==> src/rtl/ctrl_pkg.sv <==
// Shared encodings for the multicycle control unit: FSM states, instruction
// fields and every datapath mux/ALU select the controller drives.
package ctrl_pkg;

  // Controller states; the exception sequence is split into its two cycles.
  typedef enum logic [3:0] {
    ST_RESET     = 4'd0,
    ST_FETCH     = 4'd1,
    ST_DECODE    = 4'd2,
    ST_R_EXEC    = 4'd3,
    ST_R_WB      = 4'd4,
    ST_ADDI_EXEC = 4'd5,
    ST_ADDI_WB   = 4'd6,
    ST_MEM_ADDR  = 4'd7,
    ST_LW_READ   = 4'd8,
    ST_LW_WB     = 4'd9,
    ST_SW_WRITE  = 4'd10,
    ST_BRANCH    = 4'd11,
    ST_JUMP      = 4'd12,
    ST_EXC       = 4'd13,
    ST_EXC_VEC   = 4'd14
  } state_t;

  // Opcodes (IR[31:26])
  localparam logic [5:0] OP_RTYPE = 6'b000000;
  localparam logic [5:0] OP_ADDI  = 6'b001000;
  localparam logic [5:0] OP_LW    = 6'b100011;
  localparam logic [5:0] OP_SW    = 6'b101011;
  localparam logic [5:0] OP_BEQ   = 6'b000100;
  localparam logic [5:0] OP_BNE   = 6'b000101;
  localparam logic [5:0] OP_J     = 6'b000010;

  // R-type function codes (IR[5:0])
  localparam logic [5:0] FN_ADD = 6'b100000;
  localparam logic [5:0] FN_SUB = 6'b100010;
  localparam logic [5:0] FN_AND = 6'b100100;

  // ALU operations
  localparam logic [2:0] ALU_LOAD_A = 3'b000;
  localparam logic [2:0] ALU_ADD    = 3'b001;
  localparam logic [2:0] ALU_SUB    = 3'b010;
  localparam logic [2:0] ALU_AND    = 3'b011;
  localparam logic [2:0] ALU_CMP    = 3'b111;

  // ALU operand B select
  localparam logic [1:0] SRCB_B      = 2'b00;
  localparam logic [1:0] SRCB_FOUR   = 2'b01;
  localparam logic [1:0] SRCB_IMM    = 2'b10;
  localparam logic [1:0] SRCB_IMM_SH = 2'b11;

  // Register file destination select
  localparam logic [1:0] REGDST_RT = 2'b00;
  localparam logic [1:0] REGDST_RD = 2'b01;
  localparam logic [1:0] REGDST_RA = 2'b10;
  localparam logic [1:0] REGDST_SP = 2'b11;

  // Next-PC source select
  localparam logic [1:0] PCSRC_ALU    = 2'b00;
  localparam logic [1:0] PCSRC_ALUOUT = 2'b01;
  localparam logic [1:0] PCSRC_JUMP   = 2'b10;
  localparam logic [1:0] PCSRC_EXC    = 2'b11;

  // Register file write-data select (stack init code is a top parameter)
  localparam logic [2:0] DSRC_ALUOUT = 3'b000;
  localparam logic [2:0] DSRC_MDR    = 3'b001;

  // Exception causes
  localparam logic [1:0] EXC_NONE    = 2'b00;
  localparam logic [1:0] EXC_INVALID = 2'b01;
  localparam logic [1:0] EXC_OVF     = 2'b10;

  // True for the R-type functions this controller implements.
  function automatic logic is_rfunct_valid(input logic [5:0] f);
    return (f == FN_ADD) || (f == FN_SUB) || (f == FN_AND);
  endfunction

  // ALU operation for an implemented R-type function.
  function automatic logic [2:0] funct_alu_op(input logic [5:0] f);
    logic [2:0] op;
    case (f)
      FN_ADD:  op = ALU_ADD;
      FN_SUB:  op = ALU_SUB;
      FN_AND:  op = ALU_AND;
      default: op = ALU_LOAD_A;
    endcase
    return op;
  endfunction

endpackage

==> src/rtl/mem_wait_counter.sv <==
// Wait-state counter shared by instruction fetch and load reads. It counts up
// to MEM_WAIT, saturates there, and flags when the memory result is valid.
module mem_wait_counter #(
  parameter int CNT_W    = 3,
  parameter int MEM_WAIT = 3
) (
  input  logic clk,
  input  logic rst_n,
  input  logic i_clear,
  input  logic i_inc,
  output logic o_done
);

  localparam logic [CNT_W-1:0] LP_LAST = CNT_W'(MEM_WAIT);

  logic [CNT_W-1:0] r_count;

  // Count memory wait cycles; clear has priority and the count never passes MEM_WAIT.
  always_ff @(posedge clk or negedge rst_n) begin
    if (!rst_n) begin
      r_count <= '0;
    end else if (i_clear) begin
      r_count <= '0;
    end else if (i_inc && !o_done) begin
      r_count <= r_count + CNT_W'(1);
    end
  end

  assign o_done = (r_count == LP_LAST);

endmodule

==> src/rtl/multicycle_ctrl_unit.sv <==
// Multicycle CPU control FSM: sequences fetch, decode and the ALU, load/store,
// branch, jump and exception paths, driving every datapath enable and mux.
module multicycle_ctrl_unit
  import ctrl_pkg::*;
#(
  parameter int         MEM_WAIT    = 3,
  parameter logic [2:0] SP_INIT_SEL = 3'b110,
  parameter int         CNT_W       = 3
) (
  input  logic       clk,
  input  logic       reset,
  input  logic       Overflow,
  input  logic       Negativo,
  input  logic       Zero,
  input  logic       EQ,
  input  logic       GT,
  input  logic       LT,
  input  logic [5:0] opcode,
  input  logic [5:0] funct,
  output logic       pc_w,
  output logic       mem_w,
  output logic       ir_w,
  output logic       reg_w,
  output logic       reg_ab_w,
  output logic       aluOut_w,
  output logic       mdr_w,
  output logic       epc_w,
  output logic       hi_w,
  output logic       lo_w,
  output logic       alu_src_a,
  output logic       iord,
  output logic [1:0] alu_src_b,
  output logic [1:0] reg_dst,
  output logic [1:0] pc_src,
  output logic [2:0] data_src,
  output logic [2:0] alu_op,
  output logic [1:0] exc_cause,
  output logic       rst_out
);

  state_t     r_state;
  state_t     w_next_state;
  logic [1:0] r_exc_cause;
  logic [1:0] w_exc_cause_nxt;
  logic       w_cnt_clear;
  logic       w_cnt_inc;
  logic       w_cnt_done;
  logic       w_unused;

  // The sign/compare flags other than EQ are not needed by this instruction set.
  assign w_unused = &{1'b0, Negativo, Zero, GT, LT};

  mem_wait_counter #(
    .CNT_W   (CNT_W),
    .MEM_WAIT(MEM_WAIT)
  ) u_wait_cnt (
    .clk    (clk),
    .rst_n  (reset),
    .i_clear(w_cnt_clear),
    .i_inc  (w_cnt_inc),
    .o_done (w_cnt_done)
  );

  // State register; reset aborts any instruction in flight.
  always_ff @(posedge clk or negedge reset) begin
    if (!reset) begin
      r_state <= ST_RESET;
    end else begin
      r_state <= w_next_state;
    end
  end

  // Exception cause is latched on entry to the exception sequence and cleared on return to fetch.
  always_ff @(posedge clk or negedge reset) begin
    if (!reset) begin
      r_exc_cause <= EXC_NONE;
    end else begin
      r_exc_cause <= w_exc_cause_nxt;
    end
  end

  // Next-state and output decode; reset low overrides everything so no write can slip through.
  always_comb begin
    w_next_state    = r_state;
    w_exc_cause_nxt = r_exc_cause;
    w_cnt_clear     = 1'b1;
    w_cnt_inc       = 1'b0;
    pc_w            = 1'b0;
    mem_w           = 1'b0;
    ir_w            = 1'b0;
    reg_w           = 1'b0;
    reg_ab_w        = 1'b0;
    aluOut_w        = 1'b0;
    mdr_w           = 1'b0;
    epc_w           = 1'b0;
    hi_w            = 1'b0;
    lo_w            = 1'b0;
    alu_src_a       = 1'b0;
    iord            = 1'b0;
    alu_src_b       = SRCB_B;
    reg_dst         = REGDST_RT;
    pc_src          = PCSRC_ALU;
    data_src        = DSRC_ALUOUT;
    alu_op          = ALU_LOAD_A;
    exc_cause       = r_exc_cause;
    rst_out         = 1'b0;

    case (r_state)
      ST_RESET: begin
        reg_dst      = REGDST_SP;
        data_src     = SP_INIT_SEL;
        reg_w        = 1'b1;
        w_next_state = ST_FETCH;
      end

      ST_FETCH: begin
        iord      = 1'b0;
        alu_src_a = 1'b0;
        alu_src_b = SRCB_FOUR;
        alu_op    = ALU_ADD;
        if (w_cnt_done) begin
          ir_w         = 1'b1;
          pc_src       = PCSRC_ALU;
          pc_w         = 1'b1;
          w_next_state = ST_DECODE;
        end else begin
          w_cnt_clear = 1'b0;
          w_cnt_inc   = 1'b1;
        end
      end

      ST_DECODE: begin
        reg_ab_w  = 1'b1;
        aluOut_w  = 1'b1;
        alu_src_a = 1'b0;
        alu_src_b = SRCB_IMM_SH;
        alu_op    = ALU_ADD;
        case (opcode)
          OP_RTYPE: begin
            if (is_rfunct_valid(funct)) begin
              w_next_state = ST_R_EXEC;
            end else begin
              w_next_state    = ST_EXC;
              w_exc_cause_nxt = EXC_INVALID;
            end
          end
          OP_ADDI:      w_next_state = ST_ADDI_EXEC;
          OP_LW, OP_SW: w_next_state = ST_MEM_ADDR;
          OP_BEQ, OP_BNE: w_next_state = ST_BRANCH;
          OP_J:         w_next_state = ST_JUMP;
          default: begin
            w_next_state    = ST_EXC;
            w_exc_cause_nxt = EXC_INVALID;
          end
        endcase
      end

      ST_R_EXEC: begin
        alu_src_a = 1'b1;
        alu_src_b = SRCB_B;
        alu_op    = funct_alu_op(funct);
        aluOut_w  = 1'b1;
        if (Overflow && (funct != FN_AND)) begin
          w_next_state    = ST_EXC;
          w_exc_cause_nxt = EXC_OVF;
        end else begin
          w_next_state = ST_R_WB;
        end
      end

      ST_R_WB: begin
        reg_dst      = REGDST_RD;
        data_src     = DSRC_ALUOUT;
        reg_w        = 1'b1;
        w_next_state = ST_FETCH;
      end

      ST_ADDI_EXEC: begin
        alu_src_a = 1'b1;
        alu_src_b = SRCB_IMM;
        alu_op    = ALU_ADD;
        aluOut_w  = 1'b1;
        if (Overflow) begin
          w_next_state    = ST_EXC;
          w_exc_cause_nxt = EXC_OVF;
        end else begin
          w_next_state = ST_ADDI_WB;
        end
      end

      ST_ADDI_WB: begin
        reg_dst      = REGDST_RT;
        data_src     = DSRC_ALUOUT;
        reg_w        = 1'b1;
        w_next_state = ST_FETCH;
      end

      ST_MEM_ADDR: begin
        alu_src_a    = 1'b1;
        alu_src_b    = SRCB_IMM;
        alu_op       = ALU_ADD;
        aluOut_w     = 1'b1;
        w_next_state = (opcode == OP_SW) ? ST_SW_WRITE : ST_LW_READ;
      end

      ST_LW_READ: begin
        iord = 1'b1;
        if (w_cnt_done) begin
          mdr_w        = 1'b1;
          w_next_state = ST_LW_WB;
        end else begin
          w_cnt_clear = 1'b0;
          w_cnt_inc   = 1'b1;
        end
      end

      ST_LW_WB: begin
        reg_dst      = REGDST_RT;
        data_src     = DSRC_MDR;
        reg_w        = 1'b1;
        w_next_state = ST_FETCH;
      end

      ST_SW_WRITE: begin
        iord         = 1'b1;
        mem_w        = 1'b1;
        w_next_state = ST_FETCH;
      end

      ST_BRANCH: begin
        alu_src_a    = 1'b1;
        alu_src_b    = SRCB_B;
        alu_op       = ALU_CMP;
        pc_src       = PCSRC_ALUOUT;
        pc_w         = (opcode == OP_BNE) ? !EQ : EQ;
        w_next_state = ST_FETCH;
      end

      ST_JUMP: begin
        pc_src       = PCSRC_JUMP;
        pc_w         = 1'b1;
        w_next_state = ST_FETCH;
      end

      ST_EXC: begin
        alu_src_a    = 1'b0;
        alu_src_b    = SRCB_FOUR;
        alu_op       = ALU_SUB;
        epc_w        = 1'b1;
        w_next_state = ST_EXC_VEC;
      end

      ST_EXC_VEC: begin
        pc_src          = PCSRC_EXC;
        pc_w            = 1'b1;
        w_next_state    = ST_FETCH;
        w_exc_cause_nxt = EXC_NONE;
      end

      default: begin
        w_next_state    = ST_RESET;
        w_exc_cause_nxt = EXC_NONE;
      end
    endcase

    if (!reset) begin
      pc_w      = 1'b0;
      mem_w     = 1'b0;
      ir_w      = 1'b0;
      reg_w     = 1'b0;
      reg_ab_w  = 1'b0;
      aluOut_w  = 1'b0;
      mdr_w     = 1'b0;
      epc_w     = 1'b0;
      hi_w      = 1'b0;
      lo_w      = 1'b0;
      alu_src_a = 1'b0;
      iord      = 1'b0;
      alu_src_b = SRCB_B;
      reg_dst   = REGDST_RT;
      pc_src    = PCSRC_ALU;
      data_src  = DSRC_ALUOUT;
      alu_op    = ALU_LOAD_A;
      exc_cause = EXC_NONE;
      rst_out   = 1'b1;
    end
  end

endmodule

==> config.mk <==
export PLATFORM = sky130hd
export DESIGN_NAME = multicycle_ctrl_unit
export DESIGN_NICKNAME = d
export VERILOG_FILES = /design/src/rtl/ctrl_pkg.sv /design/src/rtl/mem_wait_counter.sv /design/src/rtl/multicycle_ctrl_unit.sv
export SDC_FILE = /design/constraint.sdc
export NUM_CORES = 1
export LEC_CHECK = 0
export CAP_MARGIN = 0
export CORE_MARGIN = 3
export CORE_UTILIZATION = 46
export DETAILED_ROUTE_END_ITERATION = 10
export PLACE_DENSITY = 0.95
export SYNTH_ARGS = -nofsm -noshare
export SYNTH_HDL_FRONTEND = slang
export SYNTH_HIERARCHICAL = 1
export SYNTH_SLANG_ARGS = --single-unit
export TNS_END_PERCENT = 10
==> constraint.sdc <==
create_clock -name clk -period 5.15 [get_ports clk]
set_input_delay 0.7725 -clock clk [delete_from_list [all_inputs] [get_ports clk]]
set_output_delay 0.7725 -clock clk [all_outputs]
set_load 0.01 [all_outputs]
**After elaboration in Yosys (flattened, before gate mapping)**

Cells that the tools add are included.

- Input port bits: 20
- Word-level logic and storage cells: 114
- Bits in registers: 9

- Multiplexer cells: 53
- Bitwise operators: 1
- Add/subtract/negate cells: 1
- Equal/unequal tests: 31
- Reductions and logical operators: 25

Operators by type and width:

| cell | count |
|---|---|
| one-hot mux 4 bit (8 select lines) | 1 |
| == test 6 bit (second input constant) | 5 |
| == test 4 bit (second input constant) | 7 |
| two-way mux 1 bit | 25 |
| two-way mux 4 bit | 5 |
| one-hot mux 4 bit (5 select lines) | 1 |
| one-hot mux 2 bit (3 select lines) | 3 |
| == test 4 x 3 -> 1 bit (second input constant) | 4 |
| two-way mux 2 bit | 8 |
| OR reduction 4 bit | 4 |
| OR reduction 2 bit | 7 |
| == test 6 x 3 -> 1 bit (second input constant) | 2 |
| two-way mux 3 bit | 4 |
| one-hot mux 3 bit (4 select lines) | 1 |
| OR reduction 11 bit | 1 |
| == test 4 x 2 -> 1 bit (second input constant) | 2 |
| one-hot mux 2 bit (2 select lines) | 2 |
| one-hot mux 2 bit (4 select lines) | 1 |
| OR reduction 8 bit | 1 |
| == test 6 x 2 -> 1 bit (second input constant) | 1 |
| == test 6 x 4 -> 1 bit (second input constant) | 1 |
| logical NOT 6 bit | 1 |
| != test 2 bit (second input constant) | 3 |
| != test 6 bit (second input constant) | 1 |
| other kinds (16) | 20 |

**Depth between registers and ports, before layout**

Gate-level depths: netlist (run 1).

- Depth after elaboration: 6
- Depth in mapped cells: 6
- Depth with buffers taken out: 6

**Modules after synthesis**

The synthesis (run 1) kept the hierarchy.

By module, submodules not included:

| module | instances | cells each | area each (um2) |
|---|---|---|---|
| multicycle_ctrl_unit | 1 | 133 | 948.4 |
| mem_wait_counter | 1 | 15 | 177.7 |

**Least setup slack after synthesis (run 1)**

OpenSTA, ideal clock, no wires.

- Path kind: input -> output
- Start point: input port funct[0]
- End point: output port alu_op[1]
- Arrival time: 1.934 ns
- Setup slack: 2.443 ns
- Stages on the path: 4
- Cell sequence: nor4b_1 -> a21oi_1 -> or3b_2 -> a21oi_1

- Cells in the longest elaborated chain, start to end: 4
- Elaborated cells on any way between the ends: 6

RTL lines:

| item | line | source |
|---|---|---|
| start: declaration | multicycle_ctrl_unit.sv:19 | `input logic [5:0] funct,` |
| == test 6 bit | ctrl_pkg.sv:80 | `case (f)` |
| one-hot mux 2 bit (3 select lines) * | ctrl_pkg.sv:80 |  |
| one-hot mux 3 bit (4 select lines) * | multicycle_ctrl_unit.sv:108 | `case (r_state)` |
| two-way mux 3 bit * | multicycle_ctrl_unit.sv:266 | `if (!reset) begin` |
| end: declaration | multicycle_ctrl_unit.sv:36 | `output logic [2:0] alu_op,` |

Mark *: on every way between the ends. The rest lies on a longest branch, timed or not.

**Worst setup path after layout (run 1)**

- Start point: input port reset
- End point: output port mdr_w

- Cells in the longest elaborated chain, start to end: 1

RTL lines:

| item | line | source |
|---|---|---|
| start: declaration | multicycle_ctrl_unit.sv:11 | `input logic reset,` |
| two-way mux 1 bit | multicycle_ctrl_unit.sv:266 |  |
| end: declaration | multicycle_ctrl_unit.sv:26 | `output logic mdr_w,` |

Every way passes these cells.

==> results of run 1 <==
[registers in the layout (all words and copies together) (netlist names)]
signal              flops
r_exc_cause             2
u_wait_cnt/r_count      3
r_state                 4
[per-stage QoR]
step / util (%) / worst slack, ns
floorplan: - / 2.44
CTS: 67.5 / 1.36
detailed placement: 66.3 / 1.36
global placement: 66.3 / 1.43
global route: 67.5 / 1.12
finish: 67.5 / 1.39
[path summary, 6_finish.rpt]
kind | endpoint
max in group asynchronous | u_wait_cnt/r_count[2]$_DFFE_PN0P_
max reg2reg | u_wait_cnt/r_count[0]$_DFFE_PN0P_
min | r_exc_cause[0]$_DFFE_PN0P_
min reg2reg | r_exc_cause[0]$_DFFE_PN0P_
min in group asynchronous | r_exc_cause[1]$_DFFE_PN0P_
max | mdr_w
[power by group]
part	internal [mW]	switching [mW]	total, mW
registers	0.0958	0.0698	0.166
clock network	0.0298	0.0238	0.0537
logic	0.200	0.184	0.384
[kinds of logic (layout without fill, tap and decap cells)]
family / count (synthesis) / after routing
AND/OR/NAND/NOR: 77 / 77
AO/OA/AOI/OAI: 39 / 39
buffers and inverters: 14 / 49
flip-flops: 9 / 9
XOR/XNOR: 4 / 4
adder cells (fa/ha/maj): 2 / 2
multiplexers: 2 / 2
other: 1 / 2
[layout make-up]
| type | instances | area [sq um] | area share, % |
|---|---|---|---|
| Inverter | 4 | 15.0 | 0.978 |
| Multi-Input combinational cell | 126 | 826 | 53.8 |
| Sequential cell | 9 | 225 | 14.7 |
| Clock buffer | 4 | 26.3 | 1.71 |
| Timing Repair Buffer | 41 | 408 | 26.6 |
| Tap cell | 28 | 35.0 | 2.28 |
[synthesized netlist by cell type (4+ instances only)]
cell type,count
a21oi_1,6
nand2_1,12
buf_4,6
o21ai_0,9
dfrtp_1,9
nor4_1,4
nor2_1,14
nand2b_1,8
nor2b_1,8
nor3_1,5
[metal layers]
| metal | track usage (%) | part of all wire (%) |
|---|---|---|
| met1 | 23.5 | 38 |
| met2 | 38.3 | 55 |
| met3 | 3.27 | 6.4 |
| met4 | 7.64 | 1.5 |
| met5 | 0 | 0 |
[worst max-delay path: cells and delay by family]
kind                   cells  cell delay, ns
buffers and inverters      4            1.49
AND/OR/NAND/NOR            2            0.71
==> flow_metrics.env, run 1 <==
export IMPL_finalHoldWorstSlack_ns=0.510
export IMPL_grt_max_degree=26
export IMPL_tightest_slew_ns=0.710
export IMPL_nFillCells=192
export IMPL_place_inst=208
export IMPL_status="completed"
export IMPL_cts_buffers=3
export IMPL_startpoint="reset"
export IMPL_cts_setup_buffers=0
export IMPL_dp_hpwl_um=2570
export IMPL_skew_ns=0.00216
export IMPL_critPathLaunchType="input pin"
export IMPL_antenna_found_initial=0
export IMPL_track_usage_pct=20.7
export IMPL_synthAdderAreaFrac_pct=2.22
export IMPL_drive_gt1_share_pct=7.07
export IMPL_final_nets=207
export IMPL_wl_um=3150
export IMPL_grt_pass1_vias=1225
export IMPL_instances_no_fill=212
export IMPL_synthCells=148
export IMPL_tns_ns=0
export IMPL_reg2reg_slack_ns=2.69
export IMPL_crit_fanout=16
export IMPL_synth_top_family_by_area="simple AND/OR/NAND/NOR gates"
export IMPL_synthSimpleGateAreaFrac_pct=41.8
export IMPL_io_pins=47
export IMPL_synth_cell_type_count=55
export IMPL_arrival_ns=2.99
export IMPL_yosysWarningCount=6
export IMPL_grt_pass1_wl_um=5310
export IMPL_end_kind="primary output"
export IMPL_ir_drop_uv=253
export IMPL_muxShareOfSynthArea_pct=2.33
export IMPL_gp_congestion=0.927
export IMPL_area_growth_pct=36.3
export IMPL_critPathMostFrequentCell="clkdlybuf4s50_1"
export IMPL_port_buffers=40
export IMPL_powerDensity_mw_per_mm2=393
export IMPL_cts_tree="done"
export IMPL_yosysSeqAreaShare_pct=20.0
export IMPL_viasPerCell=6.02
export IMPL_worstPathRequired_ns=4.38
export IMPL_overflow=0
export IMPL_setup_viol=0
export IMPL_antenna_left=0
export IMPL_totalPowerFinal_mw=0.603
export IMPL_die_w_um=55.5
export IMPL_synth_compound_area_share_pct=23.2
export IMPL_crit_path_max_incr_delay_ns=0.61
export IMPL_vias=1276
export IMPL_hold_viol=0
export IMPL_finish_instance_area_sq_mm=0.00154
export IMPL_synth_edf_count=0
export IMPL_place_area_sq_mm=0.00151
export IMPL_report_final_slew_viol_count=0
export IMPL_max_freq_mhz=266
export IMPL_clkLatencyLatePin_ns=0.26
export IMPL_coreArea_sq_mm=0.00228
export IMPL_drc_errors=0
export IMPL_hold_buffers=0
export IMPL_cp_cell_sequence="clkdlybuf4s50_1 > buf_4 > clkinv_1 > or2_1 > nor4b_1 > clkdlybuf4s50_1"
export IMPL_synth_seq_cells=9
export IMPL_worstSetupPathType="in2out"
export IMPL_die_area_sq_mm=0.00308
export IMPL_mostFrequentLayoutCells="clkdlybuf4s50_1, nor2_1, nand2_1"
export IMPL_yosysTopAreaCellShare_pct=20.0
export IMPL_crit_slowest_cell="clkdlybuf4s50_1"
export IMPL_hold_depth=1
export IMPL_cts_resized=0
export IMPL_regToRegStartpoint="r_state[3]$_DFFE_PN0P_"
export IMPL_cts_max_path_buffers=2
export IMPL_die_y_um=55.5
export IMPL_h_tree_depth=1
export IMPL_synth_main_ff_cell="dfrtp_1"
export IMPL_p_leak_nw=0.560
export IMPL_layout_commonest_cell="clkdlybuf4s50_1"
export IMPL_cts_sinks=9
export IMPL_drtIter0Drc=26
export IMPL_wl_per_cell_um=14.8
export IMPL_min_from="r_exc_cause[0]$_DFFE_PN0P_"
export IMPL_async_flop_share_pct=100
export IMPL_path_clk_slew_ns=0.06
export IMPL_rows=17
export IMPL_insertedDiodeCount=0
export IMPL_maxCapViolations=0
export IMPL_min_path_type="reg2reg"
export IMPL_syn_cell_area_sq_mm=0.00113
export IMPL_synth_xor_area_share_pct=3.11
export IMPL_fin_crit_sh_pct=73.1
export IMPL_drt_pass1_iter_count=4
export IMPL_root_buffer="clkbuf_4"
export IMPL_relSlewSlack_pct=52.7
export IMPL_netlist_top_cells_area="dfrtp_1, nor2_1, nand2b_1, nor2b_1, o21ai_0"
export IMPL_reg2regPathDepth=6
export IMPL_rsz0062_at_grt="false"
export IMPL_synth_area_per_cell_sq_um=7.61
export IMPL_initial_utilization_pct=49.5
export IMPL_yosysTopAreaCell="dfrtp_1"
export IMPL_period_minus_slack_ns=3.76
Note: power is estimated with default switching activity, not from simulation.
==> run 2: changes to the inputs <==
--- a/config.mk
+++ b/config.mk
@@ -7,9 +7,9 @@
 export LEC_CHECK = 0
 export CAP_MARGIN = 0
 export CORE_MARGIN = 3
-export CORE_UTILIZATION = 46
+export CORE_UTILIZATION = 39
 export DETAILED_ROUTE_END_ITERATION = 10
-export PLACE_DENSITY = 0.95
+export PLACE_DENSITY = 0.88
 export SYNTH_ARGS = -nofsm -noshare
 export SYNTH_HDL_FRONTEND = slang
 export SYNTH_HIERARCHICAL = 1
==> constraint.sdc (replaced) <==
create_clock -name clk -period 3.2 [get_ports clk]
set_input_delay 0.48 -clock clk [delete_from_list [all_inputs] [get_ports clk]]
set_output_delay 0.48 -clock clk [all_outputs]
set_load 0.01 [all_outputs]
==> run 2 against run 1 <==
Effect of this change: sequential share of layout area down 0.59 points; clock-buffer cell count unchanged; clock skew grew 0.0011 ns; critical path type unchanged; core utilization is 6.2 points lower; routed wire length increased by 3.2%; power is 64% higher; combinational power grew 74%; highest routed layer unchanged; sequential power is 39% higher; largest cell class unchanged; global-route usage down 2.4 points; critical path depth grew 1; clock power rose by 67%; design area is 4.2% higher.
==> flow_metrics.env, run 2 (synthesized netlist as in run 1, its figures left out) <==
export IMPL_dp_hpwl_um=2630
export IMPL_area_growth_pct=42.0
export IMPL_path_clk_slew_ns=0.06
export IMPL_powerDensity_mw_per_mm2=619
export IMPL_cts_setup_buffers=0
export IMPL_critPathLaunchType="input pin"
export IMPL_fin_crit_sh_pct=94.9
export IMPL_status="completed"
export IMPL_min_path_type="reg2reg"
export IMPL_worstSetupPathType="in2out"
export IMPL_coreArea_sq_mm=0.00261
export IMPL_final_nets=214
export IMPL_min_to="r_exc_cause[0]$_DFFE_PN0P_"
export IMPL_root_buffer="clkbuf_4"
export IMPL_grt_max_degree=25
export IMPL_grt_pass1_wl_um=5160
export IMPL_initial_utilization_pct=43.1
export IMPL_mostFrequentLayoutCells="clkdlybuf4s50_1, nor2_1, nand2_1"
export IMPL_hold_buffers=0
export IMPL_totalPowerFinal_mw=0.989
export IMPL_h_tree_depth=1
export IMPL_top_regs="r_state (4), u_wait_cnt/r_count (3), r_exc_cause (2)"
export IMPL_r2r_end="u_wait_cnt/r_count[0]$_DFFE_PN0P_"
export IMPL_drc_errors=0
export IMPL_cts_max_path_buffers=2
export IMPL_viasPerCell=5.81
export IMPL_crit_fanout=3
export IMPL_io_pins=47
export IMPL_nFillCells=230
export IMPL_die_w_um=59.7
export IMPL_relSlewSlack_pct=66.3
export IMPL_die_area_sq_mm=0.00357
export IMPL_wl_um=3250
export IMPL_drive_gt1_share_pct=11.0
export IMPL_p_leak_nw=0.615
export IMPL_regToRegStartpoint="r_state[0]$_DFFE_PN0P_"
export IMPL_track_usage_pct=18.3
export IMPL_ir_drop_uv=402
export IMPL_report_final_slew_viol_count=0
export IMPL_min_from="r_exc_cause[0]$_DFFE_PN0P_"
export IMPL_reg2reg_slack_ns=0.83
export IMPL_reg2regPathDepth=6
export IMPL_antenna_left=0
export IMPL_cts_buffers=3
export IMPL_insertedDiodeCount=0
export IMPL_vias=1283
export IMPL_port_buffers=40
export IMPL_drtIter0Drc=53
export IMPL_top_register="r_state"
export IMPL_gp_congestion=0.873
export IMPL_end_kind="primary output"
export IMPL_maxCapViolations=0
export IMPL_tns_ns=0
export IMPL_rsz0062_at_grt="false"
export IMPL_drt_pass1_iter_count=4
export IMPL_max_freq_mhz=329
export IMPL_grt_pass1_vias=1222
export IMPL_finalHoldWorstSlack_ns=0.516
export IMPL_die_y_um=59.7
export IMPL_instances_no_fill=221
export IMPL_hold_viol=0
export IMPL_setup_viol=0
export IMPL_hold_depth=1
export IMPL_cts_tree="done"
export IMPL_clkLatencyLatePin_ns=0.26
export IMPL_overflow=0
export IMPL_tightest_slew_ns=0.506
export IMPL_arrival_ns=2.56
export IMPL_period_minus_slack_ns=3.04
export IMPL_worstPathRequired_ns=2.72
export IMPL_layout_commonest_cell="clkdlybuf4s50_1"
export IMPL_antenna_found_initial=0
export IMPL_rows=18
export IMPL_skew_ns=0.00329
export IMPL_wl_per_cell_um=14.7
export IMPL_largest_reg_flops=4
export IMPL_place_inst=217
export IMPL_cts_sinks=9
[run 2: stage by stage]
stage / setup slack [ns] / utilization (%) / instance area (sq um)
after floorplan: 1.08 / - / 1130
after global placement: 0.120 / 59.9 / 1560
after detailed placement: 0.0664 / 59.9 / 1560
after CTS: 0.0463 / 60.9 / 1590
after global routing: 0.0445 / 61.2 / 1600
final: 0.163 / 61.2 / 1600
[run 2: worst max-delay path by stage]
stage / start / to / slack, ns / cells after the start
final: opcode[2] / pc_w / 0.16 / 7
after global routing: opcode[2] / pc_w / 0.04 / 7
after CTS: funct[0] / alu_op[1] / 0.05 / 7
after detailed placement: funct[0] / alu_op[1] / 0.07 / 7
after global placement: funct[0] / alu_op[1] / 0.12 / 7
after floorplan: funct[0] / alu_op[1] / 1.08 / 4
[run 2: power breakdown]
group	switching [mW]	leakage, nW	internal, mW	total [mW]
Sequential	0.0750	0.118	0.155	0.230
Combinational	0.333	0.482	0.336	0.669
Clock	0.0418	0.0150	0.0481	0.0899
[run 2: repair_timing]
item                                   CTS  global route
setup endpoints to repair                0             1
endpoints found under the hold margin    0             0
resized for setup                        0             2
[run 2: routing by layer]
layer,wire [um],share of wire (%),GRT usage (%)
met2,1750,54,34.3
met1,1230,38,21.4
met4,45,1.4,6.01
met3,226,7.0,1.73
met5,0,0,0
[run 2: final cells by class]
class                           count  area (sq um)  area share, %
Sequential cell                     9           225           14.1
Timing Repair Buffer               48           463           29.0
Multi-Input combinational cell    126           832           52.0
Clock buffer                        4          26.3           1.64
Tap cell                           30          37.5           2.35
Inverter                            4          15.0          0.939
[run 2: critical path, stage by stage]
cell	delay [ns]
clkdlybuf4s50_1	0.47
or3b_1	0.38
nor3_2	0.19
nand2_1	0.09
xor2_1	0.17
o31ai_1	0.21
clkdlybuf4s50_1	0.57
==> run 3: changes to the inputs <==
--- a/config.mk
+++ b/config.mk
@@ -6,7 +6,7 @@
 export NUM_CORES = 1
 export LEC_CHECK = 0
 export CAP_MARGIN = 0
-export CORE_MARGIN = 3
+export CORE_ASPECT_RATIO = 1.2
 export CORE_UTILIZATION = 39
 export DETAILED_ROUTE_END_ITERATION = 10
 export PLACE_DENSITY = 0.88
==> run 3 against run 2 <==
Effect of this change: power decreased by 1.9%; worst hold slack got worse by 0.0043 ns; via count down 3.1%; clock skew increased by 0.0012 ns; core utilization down 3.2 points; routed wire length fell by 10%; non-clock buffer count fell by 1; clock-buffer cell count stayed put; combinational power down 6.0%; worst setup slack better by 0.0013 ns; critical endpoint unchanged; largest cell class unchanged; largest power group unchanged; highest routed layer unchanged.
==> flow_metrics.env, run 3 (synthesized netlist as in run 1, its figures left out) <==
export IMPL_status="completed"
export IMPL_die_area_sq_mm=0.00311
export IMPL_fin_ws_ns=0.164
export IMPL_critPathLaunchType="input pin"
export IMPL_cts_sinks=9
export IMPL_skew_ns=0.00451
export IMPL_drc_errors=0
export IMPL_arrival_ns=2.56
export IMPL_pre_cts_slack_ns=0.120
export IMPL_track_usage_pct=20.6
export IMPL_ir_drop_uv=234
export IMPL_relSlewSlack_pct=59.7
export IMPL_top_register="r_state"
export IMPL_powerDensity_mw_per_mm2=607
export IMPL_crit_path_max_incr_delay_ns=0.58
export IMPL_crit_buf_inv=2
export IMPL_setup_viol=0
export IMPL_coreArea_sq_mm=0.00276
export IMPL_rows=21
export IMPL_largest_reg_flops=4
export IMPL_wl_per_cell_um=13.0
export IMPL_final_nets=213
export IMPL_p_leak_nw=0.594
export IMPL_die_w_um=51.1
export IMPL_drtIter0Drc=19
export IMPL_overflow=0
export IMPL_initial_utilization_pct=40.8
export IMPL_cts_buffers=3
export IMPL_report_final_slew_viol_count=0
export IMPL_cts_setup_buffers=0
export IMPL_tns_ns=0
export IMPL_gp_congestion=0.854
export IMPL_cts_tree="done"
export IMPL_crit_fanout=3
export IMPL_hold_viol=0
export IMPL_root_buffer="clkbuf_4"
export IMPL_max_freq_mhz=329
export IMPL_vias=1243
export IMPL_end_kind="primary output"
export IMPL_port_buffers=40
export IMPL_tightest_slew_ns=0.605
export IMPL_cts_resized=0
export IMPL_hold_buffers=0
export IMPL_die_y_um=60.9
export IMPL_wl_um=2910
export IMPL_fin_crit_sh_pct=94.9
export IMPL_maxCapViolations=0
export IMPL_worstPathRequired_ns=2.72
export IMPL_viasPerCell=5.55
export IMPL_critPathTopFamily="buffers and inverters"
export IMPL_grt_pass1_wl_um=4800
export IMPL_h_tree_depth=1
export IMPL_insertedDiodeCount=0
export IMPL_mostFrequentLayoutCells="clkdlybuf4s50_1, nor2_1, nand2_1"
export IMPL_path_clk_slew_ns=0.06
export IMPL_crit_slowest_cell="clkdlybuf4s50_1"
export IMPL_clkLatencyLatePin_ns=0.26
export IMPL_period_minus_slack_ns=3.04
export IMPL_min_path_type="reg2reg"
export IMPL_worstSetupPathType="in2out"
export IMPL_top_regs="r_state (4), u_wait_cnt/r_count (3), r_exc_cause (2)"
export IMPL_nFillCells=258
export IMPL_grt_max_degree=22
export IMPL_io_pins=47
export IMPL_critPathMostFrequentCell="clkdlybuf4s50_1"
export IMPL_grt_pass1_vias=1131
export IMPL_antenna_found_initial=0
export IMPL_cp_cell_sequence="clkdlybuf4s50_1 > or3b_1 > nor3_4 > nand2_1 > xor2_1 > o31ai_1 > clkdlybuf4s50_1"
export IMPL_cts_max_path_buffers=2
export IMPL_area_growth_pct=42.1
export IMPL_layout_commonest_cell="clkdlybuf4s50_1"
export IMPL_drive_gt1_share_pct=10.5
export IMPL_antenna_left=0
export IMPL_rsz0062_at_grt="false"
export IMPL_dp_hpwl_um=2320
export IMPL_drt_pass1_iter_count=4
==> run 3: changes by cell type in the layout (fill, tap and decap cells not counted) <==
cell / before / now
buf_4: 8 / 7
clkdlybuf4s50_1: 39 / 40
dlymetal6s2s_1: 1 / 0
nor3_2: 1 / 0
nor3_4: 0 / 1
==> run 3: power breakdown <==
part / switching [mW] / total, mW / internal, mW
combinational: 0.298 / 0.629 / 0.331
sequential: 0.100 / 0.255 / 0.154
clock: 0.0388 / 0.0868 / 0.0480
==> run 3: worst register-to-register path, delay by kind of cell (launching register included) <==
| kind | cells | cell delay, ns |
|---|---|---|
| buffers and inverters | 1 | 0.13 |
| muxes | 1 | 0.35 |
| DFF | 1 | 0.60 |
| and+or+nand+nor | 4 | 1.20 |
==> run 3: final timing paths <==
path / from / end / slack, ns / cells after the start
setup / recovery: opcode[2] / pc_w / 0.16 / 7
hold / removal: r_exc_cause[0]$_DFFE_PN0P_ / r_exc_cause[0]$_DFFE_PN0P_ / 0.51 / 1
setup reg to reg: r_state[3]$_DFFE_PN0P_ / u_wait_cnt/r_count[0]$_DFFE_PN0P_ / 0.81 / 6
hold reg to reg: r_exc_cause[0]$_DFFE_PN0P_ / r_exc_cause[0]$_DFFE_PN0P_ / 0.51 / 1
max in group asynchronous: reset / u_wait_cnt/r_count[2]$_DFFE_PN0P_ / 2.47 / 2
min in group asynchronous: reset / r_state[3]$_DFFE_PN0P_ / 0.56 / 2
==> run 3: routing by layer <==
metal	GRT usage [%]	vias up	routed length (um)	part of all wire (%)
li1	-	629	-	-
met2	37.0	41	1550	53
met4	11.9	0	81	2.8
met5	0	-	0	0
met3	2.51	7	88	3.0
met1	23.4	566	1190	41
==> run 3: layout make-up <==
type | count | area [sq um] | share of cell area (%)
multi-input combinational | 126 | 838 | 52.4
timing repair buffer | 47 | 453 | 28.3
sequential | 9 | 225 | 14.1
tap | 34 | 42.5 | 2.66
clock buffer | 4 | 26.3 | 1.64
inverter | 4 | 15.0 | 0.938
==> run 3: through the flow <==
step	cell area, sq um	util, %	cells	hold WS, ns	power [mW]
detailed placement	1560	56.6	220	0.493	0.880
finish	1600	58.0	224	0.512	0.971
global placement	1560	56.6	220	0.491	0.867
floorplan	1130	-	149	0.184	0.674
global route	1600	58.0	224	0.555	1.05
CTS	1590	57.6	224	0.515	0.969
